<file path="config.mk">
export PLATFORM = sky130hd
export DESIGN_NAME = if_fetch_unit
export DESIGN_NICKNAME = d
export VERILOG_FILES = /design/src/rtl/if_fetch_unit.sv
export SDC_FILE = /design/constraint.sdc
export NUM_CORES = 1
export LEC_CHECK = 0
export ABC_CLOCK_PERIOD_IN_PS = 5350
export BUFFER_PORTS_ARGS = -buffer_cell sky130_fd_sc_hd__buf_2
export CORE_AREA = 2 2 177 136
export CTS_CLUSTER_DIAMETER = 120
export DETAILED_ROUTE_END_ITERATION = 10
export DIE_AREA = 0 0 179 138
export GPL_TIMING_DRIVEN = 0
export PLACE_DENSITY_LB_ADDON = 0.25
export SETUP_SLACK_MARGIN = 0.02
export SYNTH_ARGS = -nofsm -noshare
export SYNTH_HDL_FRONTEND = slang
export SYNTH_SLANG_ARGS = --single-unit
export TNS_END_PERCENT = 10
</file>
<file path="constraint.sdc">
create_clock -name clk -period 5.35 [get_ports clk]
set_input_delay 0.2675 -clock clk [delete_from_list [all_inputs] [get_ports clk]]
set_output_delay 0.2675 -clock clk [all_outputs]
set_load 0.1 [all_outputs]
</file>
<file path="src/rtl/if_fetch_unit.sv">
// Instruction-fetch stage: issues word fetches to an in-order, variable-latency instruction memory,
// buffers returned words and drives the IF/ID register, with decode-driven redirect and stale-word drop.
module if_fetch_unit #(
  parameter logic [31:0] RESET_PC  = 32'h0000_0000,
  parameter int unsigned BUF_DEPTH = 2
) (
  input  logic        clk,
  input  logic        reset,
  input  logic        StallF,
  input  logic        StallD,
  input  logic        PCSrcD,
  input  logic [31:0] PCBranchD,
  output logic        imem_req,
  output logic [31:0] imem_addr,
  input  logic        imem_ack,
  input  logic        imem_rvalid,
  input  logic [31:0] imem_rdata,
  output logic [31:0] cmdD,
  output logic [31:0] PCPlusFourD,
  output logic        validD
);

  localparam int unsigned CntW = $clog2(BUF_DEPTH + 1);
  localparam int unsigned PtrW = (BUF_DEPTH > 1) ? $clog2(BUF_DEPTH) : 1;
  localparam logic [CntW:0] DepthExt = (CntW + 1)'(BUF_DEPTH);
  localparam logic [CntW-1:0] DepthCnt = CntW'(BUF_DEPTH);

  logic [31:0]     pc_f_q, pc_f_d;
  logic [31:0]     pc_resp_q, pc_resp_d;
  logic [PtrW-1:0] wr_ptr_q, wr_ptr_d;
  logic [PtrW-1:0] rd_ptr_q, rd_ptr_d;
  logic [CntW-1:0] count_q, count_d;
  logic [CntW-1:0] outst_q, outst_d;
  logic [CntW-1:0] drop_q, drop_d;
  logic [31:0]     cmd_q, cmd_d;
  logic [31:0]     pcp4_q, pcp4_d;
  logic            valid_q, valid_d;

  logic [31:0] instr_q [BUF_DEPTH];
  logic [31:0] bpc_q   [BUF_DEPTH];

  logic        accept, push, pop;
  logic [31:0] redirect_pc;
  logic        unused_pcb;

  // Word alignment of the redirect target discards the low address bits.
  assign redirect_pc = {PCBranchD[31:2], 2'b00};
  assign unused_pcb  = ^PCBranchD[1:0];

  function automatic logic [PtrW-1:0] ptr_inc(input logic [PtrW-1:0] p);
    if (p == PtrW'(BUF_DEPTH - 1)) begin
      return '0;
    end
    return p + 1'b1;
  endfunction

  // Slots are reserved at issue time so a returning word always has room.
  assign imem_req  = !reset && !StallF && !PCSrcD &&
                     (({1'b0, count_q} + {1'b0, outst_q}) < DepthExt);
  assign imem_addr = pc_f_q;
  assign accept    = imem_req && imem_ack;
  assign push      = imem_rvalid && !PCSrcD && (drop_q == '0);
  assign pop       = !PCSrcD && !StallD && (count_q != '0);

  always_comb begin
    pc_f_d    = pc_f_q;
    pc_resp_d = pc_resp_q;
    wr_ptr_d  = wr_ptr_q;
    rd_ptr_d  = rd_ptr_q;
    count_d   = count_q;
    outst_d   = outst_q;
    drop_d    = drop_q;
    cmd_d     = cmd_q;
    pcp4_d    = pcp4_q;
    valid_d   = valid_q;

    if (PCSrcD) begin
      // Every word still in flight after this cycle belongs to the abandoned path.
      pc_f_d    = redirect_pc;
      pc_resp_d = redirect_pc;
      wr_ptr_d  = '0;
      rd_ptr_d  = '0;
      count_d   = '0;
      outst_d   = outst_q - CntW'(imem_rvalid);
      drop_d    = outst_q - CntW'(imem_rvalid);
      cmd_d     = '0;
      valid_d   = 1'b0;
    end else begin
      if (accept) begin
        pc_f_d = pc_f_q + 32'd4;
      end
      outst_d = outst_q + CntW'(accept) - CntW'(imem_rvalid);
      if (imem_rvalid && (drop_q != '0)) begin
        drop_d = drop_q - 1'b1;
      end
      if (push) begin
        pc_resp_d = pc_resp_q + 32'd4;
        wr_ptr_d  = ptr_inc(wr_ptr_q);
      end
      if (!StallD) begin
        if (count_q != '0) begin
          cmd_d    = instr_q[rd_ptr_q];
          pcp4_d   = bpc_q[rd_ptr_q] + 32'd4;
          valid_d  = 1'b1;
          rd_ptr_d = ptr_inc(rd_ptr_q);
        end else begin
          cmd_d   = '0;
          valid_d = 1'b0;
        end
      end
      count_d = count_q + CntW'(push) - CntW'(pop);
    end
  end

  always_ff @(posedge clk) begin
    if (reset) begin
      pc_f_q    <= RESET_PC;
      pc_resp_q <= RESET_PC;
      wr_ptr_q  <= '0;
      rd_ptr_q  <= '0;
      count_q   <= '0;
      outst_q   <= '0;
      drop_q    <= '0;
      cmd_q     <= '0;
      pcp4_q    <= '0;
      valid_q   <= 1'b0;
    end else begin
      pc_f_q    <= pc_f_d;
      pc_resp_q <= pc_resp_d;
      wr_ptr_q  <= wr_ptr_d;
      rd_ptr_q  <= rd_ptr_d;
      count_q   <= count_d;
      outst_q   <= outst_d;
      drop_q    <= drop_d;
      cmd_q     <= cmd_d;
      pcp4_q    <= pcp4_d;
      valid_q   <= valid_d;
    end
  end

  always_ff @(posedge clk) begin
    if (!reset && push) begin
      instr_q[wr_ptr_q] <= imem_rdata;
      bpc_q[wr_ptr_q]   <= pc_resp_q;
    end
  end

  assign cmdD        = cmd_q;
  assign PCPlusFourD = pcp4_q;
  assign validD      = valid_q;

  a_no_overflow: assert property (@(posedge clk) disable iff (reset)
    !(push && (count_q == DepthCnt)));

  a_rsp_expected: assert property (@(posedge clk) disable iff (reset)
    !(imem_rvalid && (outst_q == '0)));

endmodule

</file>
-- Word-level counts from Yosys, hierarchy flattened
Memory sizes are Yosys's and may differ from the RTL's. A register that Yosys moved wholly into a read port is not among the register bits.
Index checks and enable logic that the tools add are counted.
- add/subtract/negate cells: 12
- multipliers: 0
- div/mod/pow operators: 0
- order comparisons: 1
- equality and inequality tests: 0
- shift operators: 0
- mux-type cells: 26
- bitwise gates (word level): 2
- reduce and logical (&&, ||, !) cells: 23
- operators with widths (kind ; number):
    32-bit two-way mux ; 5
    32-bit by 3-bit adder with 32-bit output (second input constant) ; 3
    1-bit two-way mux ; 18
    1-bit logical AND ; 10
    2-bit nonzero test ; 5
    2-bit two-way mux ; 3
    2-bit by 1-bit subtractor with 2-bit output ; 3
    2-bit by 1-bit adder with 2-bit output ; 2
    1-bit logical NOT ; 4
    2-bit by 2-bit adder with 3-bit output ; 1
    3-bit by 2-bit less-than comparator with 1-bit output (second input constant) ; 1
    3-bit AND reduction ; 1
    1-bit adder (second input constant) ; 2
    2-bit logical NOT ; 1
    1-bit inverter ; 2
    2-bit AND reduction ; 1
    2-bit OR reduction ; 1
    2-bit by 1-bit subtractor with 2-bit output (second input constant) ; 1
- bits in registers: 137
- latch bits: 0
- memory bits (writable): 128
- ROM bits: 0
- input bits: 71
- output and inout port bits: 98
- logic and storage cells: 78
- memories kept: 2
- memories (name ; depth ; bits a word ; read ports ; clocked after Yosys merged registers in ; wr ports ; line ; source):
    bpc_q ; 2 ; 32 ; 1 ; 1 ; 1 ; 40 ; logic [31:0] bpc_q [BUF_DEPTH];
    instr_q ; 2 ; 32 ; 1 ; 1 ; 1 ; 39 ; logic [31:0] instr_q [BUF_DEPTH];

-- Logic depth before layout (Yosys ltp)
Gate-level depths: netlist of run 1.
- word-level depth: 8
- gate-level depth with buffers: 14
- mapped depth without buffers: 12

-- Least setup slack after synthesis of run 1
No wires, ideal clock.
- path kind: input to register
- start point: input reset
- end point: memory bpc_q[0][10], enable pin
- library setup time: 0.558 ns
- data arrival time: 5.228 ns
- setup slack: -0.436 ns
- stages on the path: 5
- path buffers: 2
- cells stage by stage: inv_1 -> clkbuf_1 -> nand2_1 -> clkbuf_1 -> nor3_1
- longest elaborated chain between the ends: 4
- RTL lines (item ; line ; source):
    start, declared ; 8 ; input logic reset,
    1-bit logical NOT ; 142 ; if (!reset && push) begin
    1-bit logical AND ; 142 ;
    1-bit two-way mux ; 142 ;
    1-bit two-way mux (implied by the code) ; 144 ; bpc_q[wr_ptr_q] <= pc_resp_q;
    end, declared ; 40 ;
Every way passes these cells.

==> impl_metrics.csv, run 1 <==
group,metric,value,unit
status,status,"finished clean",
sta,fmax,0.256,GHz
pwr,clock_power_share,40.0,%
hold_path,hold_end,"imem_addr[27]",
die,fp.dieArea,24700,um2
sta,setup_viol,0,
hold_path,min_path_cells,3,
worst_setup_path,cp.depth,13,
worst_setup_path,path_cells,"buf_6 > buf_6 > buf_6 > buf_2 > buf_2 > buf_2 > mux2_2 > ha_1 > nand4b_1 > a22oi_4 > nand4_1 > or4_1 > o311ai_1",
yosys,synth-main-ff-cell,"dfxtp_1",
grt,grt_pass1_vias,8532,
pwr,p_switching,1120,uW
place,place_area,12700,um2
place,dp_hpwl,22.4,mm
clock_tree,hold_buffers,32,
yosys,synthArstFlopShare,0,%
worst_setup_path,critPathMaxFanout,10,
detailed_routing,first_pass_iters,6,
sta,period_share,72.9,%
detailed_routing,antenna_left,0,
yosys,ys_seq_area_share,56.2,%
grt,grt_max_degree,15,
die,coreArea,23200,um2
yosys,syn_avg_cell_area,10.9,um2
pwr,p_comb_share,10.4,%
grt,grt_usage,24.4,%
worst_setup_path,critPathRequiredTime,5770,ps
worst_setup_path,cpMaxStageDelayCell,"or4_1",
yosys,ys_types,66,
hold_path,hold_class,"input port to flip-flop",
grt,grt_overflow_total,0,
yosys,synth_warnings,0,
clock_tree,post-cts-setup-buffers,0,
detailed_routing,drt_iter0_drc,946,
worst_setup_path,crit_path_max_incr_delay,570,ps
finish,drive_above_1_share,21.6,%
detailed_routing,wl_per_cell,19.0,um
worst_setup_path,crit_family,"buffers and inverters",
clock_tree,cts_tree,"built",
detailed_routing,drc,0,
finish,fillCellCount,2011,
pwr,p_int,3250,uW
clock_tree,clkSinkCount,256,
clock_tree,cts_root_buffer,"clkbuf_16",
yosys,synthTopCellsByArea,"edfxtp_1 (33%), dfxtp_1 (23%), mux2_2 (3.9%)",
finish,fin_area,13800,um2
finish,area_delta_synth_final,22.2,%
pwr,p_leak,0.00497,uW
yosys,yosys.area.top_type,"edfxtp_1",
die,ios,169,
worst_setup_path,worstRegToRegCells,13,
sta,fin_skew,9.74,ps
place,finalWeightedCongestion,0.916,
clock_tree,clkTransAtPathRegs,70,ps
sta,fin_hold_ws,48.9,ps
detailed_routing,vias_per_cell,5.69,
clock_tree,htreeDepth,1,
detailed_routing,vias,9116,
sta,rsz0062_at_grt,"false",
pwr,peakVddDrop,0.246,mV
place,place_ws,1430,ps
worst_setup_path,critPathBufInv,6,
worst_setup_path,r2r_slack,1450,ps
sta,maxSlewHeadroom,44.2,%
worst_setup_path,crit_arrival,4320,ps
sta,worstMarginPinSlew,829,ps
sta,fin_tns_setup,0,ps
pwr,swShare,25.7,%
yosys,synthTopCellsByCount,"dfxtp_1 (132), edfxtp_1 (124), nand2_1 (81), nor2_1 (71), nand3_1 (68)",
sta,fin_crit,3900,ps
pwr,p_seq_share,49.7,%
yosys,syn_inst,1037,
place,numPortBuffers,161,
clock_tree,cts-resized-gates,0,
grt,grt_antenna_before_repair,2,
pwr,power,4380,uW
die,dieHeight,138,um
sta,setup_slack,1450,ps
worst_setup_path,worst-setup-path-type,"flip-flop to flip-flop",
pwr,powerDensity,317,nW/um2
die,die_w,179,um
job,maxCapViolCount,0,
clock_tree,clockBufferDepth,3,
yosys,synth_edf_count,124,
yosys,ys_ff_latch,256,
clock_tree,numCtsBuffers,26,
die,rows,49,
yosys,syn_area,11300,um2
worst_setup_path,end_kind,"flip-flop",
sta,drv_slew,0,
grt,grt_pass1_wl,47.5,mm
sta,hold_viol,0,
yosys,yosys.area.top_type_share,32.9,%
die,start_util,48.7,%
clock_tree,clock_latency,520,ps
worst_setup_path,cp-start-kind,"flip-flop",
hold_path,hp-start,"PCBranchD[27]",
finish,nNetsFinal,1355,
worst_setup_path,r2r_end,"PCPlusFourD[30]",
yosys,synth_most_common_cell,"dfxtp_1",
detailed_routing,drt-total-wl,30.5,mm
==> cell usage in the layout (no fill, tap or decap), types with 5 or more instances in the layout <==
cell type | netlist | layout
or3_1 | 5 | 5
and4_1 | 9 | 9
nor3_1 | 26 | 24
buf_2 | 8 | 169
nand3b_1 | 9 | 9
ha_1 | 9 | 9
nor4_1 | 16 | 16
a211oi_1 | 10 | 10
a31oi_1 | 10 | 10
nor2_1 | 71 | 71
o31a_1 | 6 | 6
edfxtp_1 | 124 | 124
dfxtp_1 | 132 | 132
xnor2_1 | 37 | 37
buf_4 | 5 | 5
buf_1 | 9 | 9
and2_1 | 11 | 11
or4_1 | 10 | 10
a21boi_0 | 10 | 10
dlygate4sd3_1 | 0 | 32
mux2i_1 | 29 | 29
clkbuf_16 | 0 | 27
a22oi_1 | 38 | 38
and3_1 | 8 | 8
o211ai_1 | 5 | 5
o311ai_0 | 8 | 8
o21a_1 | 12 | 12
nand3_1 | 68 | 68
nand2_1 | 81 | 81
inv_1 | 21 | 21
mux2_2 | 39 | 39
xor2_1 | 10 | 10
o21ai_0 | 34 | 34
nand4_1 | 29 | 29
clkbuf_1 | 41 | 48
buf_6 | 3 | 15
a21oi_1 | 45 | 45
==> metal layers <==
| metal | wire length, um | up-vias | part of all wire (%) | track usage (%) |
|---|---|---|---|---|
| met4 | 482 | 0 | 1.6 | 4.88 |
| li1 | - | 4376 | - | - |
| met3 | 2300 | 43 | 7.6 | 4.35 |
| met1 | 14800 | 4309 | 49 | 38.6 |
| met2 | 12900 | 388 | 42 | 34.9 |
| met5 | 0 | - | 0 | 0 |
==> worst max-delay path by stage <==
stage	slack, ps	from	endpoint
2_1_floorplan	-440	reset	bpc_q[0][10]
3_5_place_dp	1430	flip-flop	PCPlusFourD[30]
4_1_cts	1420	flip-flop	PCPlusFourD[30]
3_3_place_gp	-3610	reset	bpc_q[0][22]
5_1_grt	1170	flip-flop	PCPlusFourD[30]
6_report	1450	flip-flop	PCPlusFourD[30]
==> flip-flops by register name (all words and copies together), names as in the netlist, named ones only <==
| signal | cells |
|---|---|
| instr_q | 64 |
| bpc_q | 60 |
| cmdD | 32 |
| PCPlusFourD | 30 |
| imem_addr | 30 |
| pc_resp_q | 30 |
| count_q | 2 |
| drop_q | 2 |
| outst_q | 2 |
| rd_ptr_q | 1 |
| validD | 1 |
| wr_ptr_q | 1 |
==> layout make-up <==
cell class | count | area (um2) | share of cell area (%)
clock buffers | 36 | 729 | 5.27
clock inverters | 12 | 93.8 | 0.679
well taps | 306 | 383 | 2.77
repair buffers | 206 | 1280 | 9.23
flip-flops and latches | 256 | 6370 | 46.0
multi-input cells | 696 | 4590 | 33.2
inverters | 22 | 82.6 | 0.597
plain buffers | 66 | 299 | 2.16
diodes | 3 | 7.51 | 0.0543
==> power groups by stage <==
stage               clock, uW  combinational, uW  sequential (uW)
finish                   1750                453             2170
global route             1850                483             2180
CTS                      1780                450             2170
detailed placement          0                429             2220
global placement            0                417             2220
floorplan                   0                184             2330
==> logic make-up after synthesis <==
family | after synthesis | share of synthesized area [%]
and+or+nand+nor | 357 | 16.3
muxes | 68 | 6.44
DFF | 256 | 56.2
adders and majority gates | 10 | 1.17
xor gates and xnor gates | 47 | 3.64
other | 1 | 0.0331
AOI/OAI and AO/OA | 210 | 12.8
buffers and inverters | 88 | 3.37
==> tightest hold or removal path: stages <==
cell and delay (ps):
buf_2 120, nand2_1 60, a31oi_1 70
==> stage by stage <==
stage / util [%] / std cells
after detailed placement: 54.6 / 1520
after global routing: 59.5 / 1601
after CTS: 59.5 / 1600
after global placement: 53.9 / 1507
after floorplan: - / 1040
final: 59.5 / 1603
No activity file was read; power rests on OpenSTA's default activity.
==> run 2, diff against run 1 <==
--- a/config.mk
+++ b/config.mk
@@ -5,7 +5,7 @@
 export SDC_FILE = /design/constraint.sdc
 export NUM_CORES = 1
 export LEC_CHECK = 0
-export ABC_CLOCK_PERIOD_IN_PS = 5350
+export ABC_CLOCK_PERIOD_IN_PS = 4000
 export BUFFER_PORTS_ARGS = -buffer_cell sky130_fd_sc_hd__buf_2
 export CORE_AREA = 2 2 177 136
 export CTS_CLUSTER_DIAMETER = 120
==> constraint.sdc (replaced) <==
create_clock -name clk -period 4 [get_ports clk]
set_input_delay 0.2 -clock clk [delete_from_list [all_inputs] [get_ports clk]]
set_output_delay 0.2 -clock clk [all_outputs]
set_load 0.1 [all_outputs]
==> impl_metrics.csv, run 2 (synthesized netlist as in run 1, its figures left out) <==
group,metric,value,unit
status,status,"finished clean",
sta,fin_crit,3530,ps
sta,fin_tns_setup,0,ps
grt,grt_antenna_before_repair,2,
pwr,clock_power_share,40.0,%
grt,grt_overflow_total,0,
clock_tree,clockBufferDepth,3,
sta,fmax,0.284,GHz
finish,drive_above_1_share,21.3,%
die,rows,49,
sta,fin_skew,12.8,ps
pwr,p_comb_share,10.5,%
die,start_util,48.7,%
clock_tree,numCtsBuffers,26,
pwr,powerDensity,420,nW/um2
sta,period_share,88.2,%
die,die_w,179,um
detailed_routing,first_pass_iters,5,
job,maxCapViolCount,0,
pwr,p_int,4360,uW
grt,grt_usage,24.4,%
clock_tree,cts_root_buffer,"clkbuf_16",
detailed_routing,vias,9145,
pwr,power,5870,uW
hold_path,hold_class,"input port to flip-flop",
worst_setup_path,cpMostUsedCell,"buf_6",
worst_setup_path,critPathBufInv,5,
detailed_routing,vias_per_cell,5.66,
worst_setup_path,crit_path_max_incr_delay,560,ps
finish,layout_commonest_cell,"buf_2",
die,fp.dieArea,24700,um2
worst_setup_path,worst-setup-path-type,"flip-flop to flip-flop",
die,coreArea,23200,um2
worst_setup_path,critPathMaxFanout,19,
clock_tree,clkSinkCount,256,
worst_setup_path,path_cells,"buf_6 > buf_6 > buf_6 > clkbuf_4 > clkbuf_4 > mux2_2 > ha_1 > nand4b_1 > a22oi_4 > nand4_1 > or4_1 > o311ai_1",
clock_tree,htreeDepth,1,
sta,maxSlewHeadroom,43.9,%
worst_setup_path,cpMaxStageDelayCell,"or4_1",
sta,worstMarginPinSlew,834,ps
clock_tree,clkTransAtPathRegs,60,ps
clock_tree,post-cts-setup-buffers,0,
finish,regMostFlops,"instr_q",
worst_setup_path,cp-start-kind,"flip-flop",
place,dp_hpwl,22.4,mm
worst_setup_path,crit_family,"buffers and inverters",
detailed_routing,drc,0,
die,dieHeight,138,um
place,numPortBuffers,161,
clock_tree,cts_tree,"built",
finish,layout_common_cells,"buf_2 (166), dfxtp_1 (132), edfxtp_1 (124)",
detailed_routing,antenna_left,0,
sta,rsz0062_at_grt,"false",
grt,grt_pass1_vias,8582,
finish,final_core_util,60.2,%
pwr,p_leak,0.00502,uW
grt,grt_pass1_wl,47.7,mm
clock_tree,clock_latency,530,ps
finish,area_delta_synth_final,23.5,%
detailed_routing,drt-total-wl,30.5,mm
grt,grt_max_degree,15,
sta,setup_viol,0,
hold_path,hp-start,"PCBranchD[30]",
worst_setup_path,critPathRequiredTime,4410,ps
pwr,peakVddDrop,0.331,mV
place,finalWeightedCongestion,0.916,
finish,final_cells,1617,
place,dpl.cell_count,1520,
pwr,swShare,25.7,%
detailed_routing,wl_per_cell,18.8,um
sta,hold_viol,0,
die,ios,169,
worst_setup_path,crit_arrival,3940,ps
pwr,p_switching,1510,uW
detailed_routing,drt_iter0_drc,966,
finish,largest_reg_flops,64,
pwr,p_seq_share,49.5,%
finish,nNetsFinal,1369,
sta,drv_slew,0,
worst_setup_path,end_kind,"flip-flop",
-- run 2: changes by cell type in the layout (fill, tap and decap cells not counted), sizes merged --
cell and delta:
clkbuf +2, buf -3, dlygate4sd3 +15
-- run 2: repair_timing --
action | in CTS | in global routing
hold buffers | 47 | 0
resized for setup | 0 | 2
endpoints found under the setup margin | 0 | 2
hold endpoints to repair | 83 | 0
-- run 2: worst paths after layout --
path,endpoint,slack [ps],cells after the start
hold reg to reg,PCPlusFourD[10],450,2
hold / removal,imem_addr[30],20,3
setup reg to reg,PCPlusFourD[30],470,12
setup / recovery,PCPlusFourD[30],470,12
-- run 2: layer usage --
layer | vias up | global-route usage (%) | part of all wire, %
met1 | 4304 | 38.7 | 48
met5 | - | 0 | 0
met4 | 0 | 4.88 | 1.6
met2 | 394 | 35.0 | 42
met3 | 38 | 4.35 | 7.8
li1 | 4409 | - | -
-- run 2: power groups by stage --
stage	logic [uW]	registers (uW)	clock network, uW
after floorplan	246	3110	0
after global placement	557	2970	0
after detailed placement	574	2960	0
after CTS	613	2910	2380
after global routing	658	2920	2480
final	617	2910	2350
-- run 2: layout make-up --
class / count / area, um2
antenna: 3 / 7.51
buffer: 65 / 299
clock buffer: 36 / 729
clock inverter: 12 / 93.8
fill: 1996 / 9260
inverter: 22 / 82.6
multi-input combinational: 696 / 4590
sequential: 256 / 6370
tap: 306 / 383
timing repair buffer: 221 / 1430
-- run 2: worst register-to-register path, stage by stage (launching register included) --
cell,delay [ps]
dfxtp_1,320
buf_6,120
buf_6,160
buf_6,230
clkbuf_4,290
clkbuf_4,290
mux2_2,190
ha_1,210
nand4b_1,190
a22oi_4,320
nand4_1,210
or4_1,560
o311ai_1,320
-- run 2: stage by stage --
stage | hold slack, ps | setup slack (ps) | area, um2
3_5_place_dp | 392 | 84.9 | 12700
6_report | 24.8 | 473 | 14000
4_1_cts | 3.36 | 66.9 | 14000
3_3_place_gp | 388 | -4890 | 12500
5_1_grt | 6.46 | 227 | 14000
2_1_floorplan | 299 | -1720 | 11300
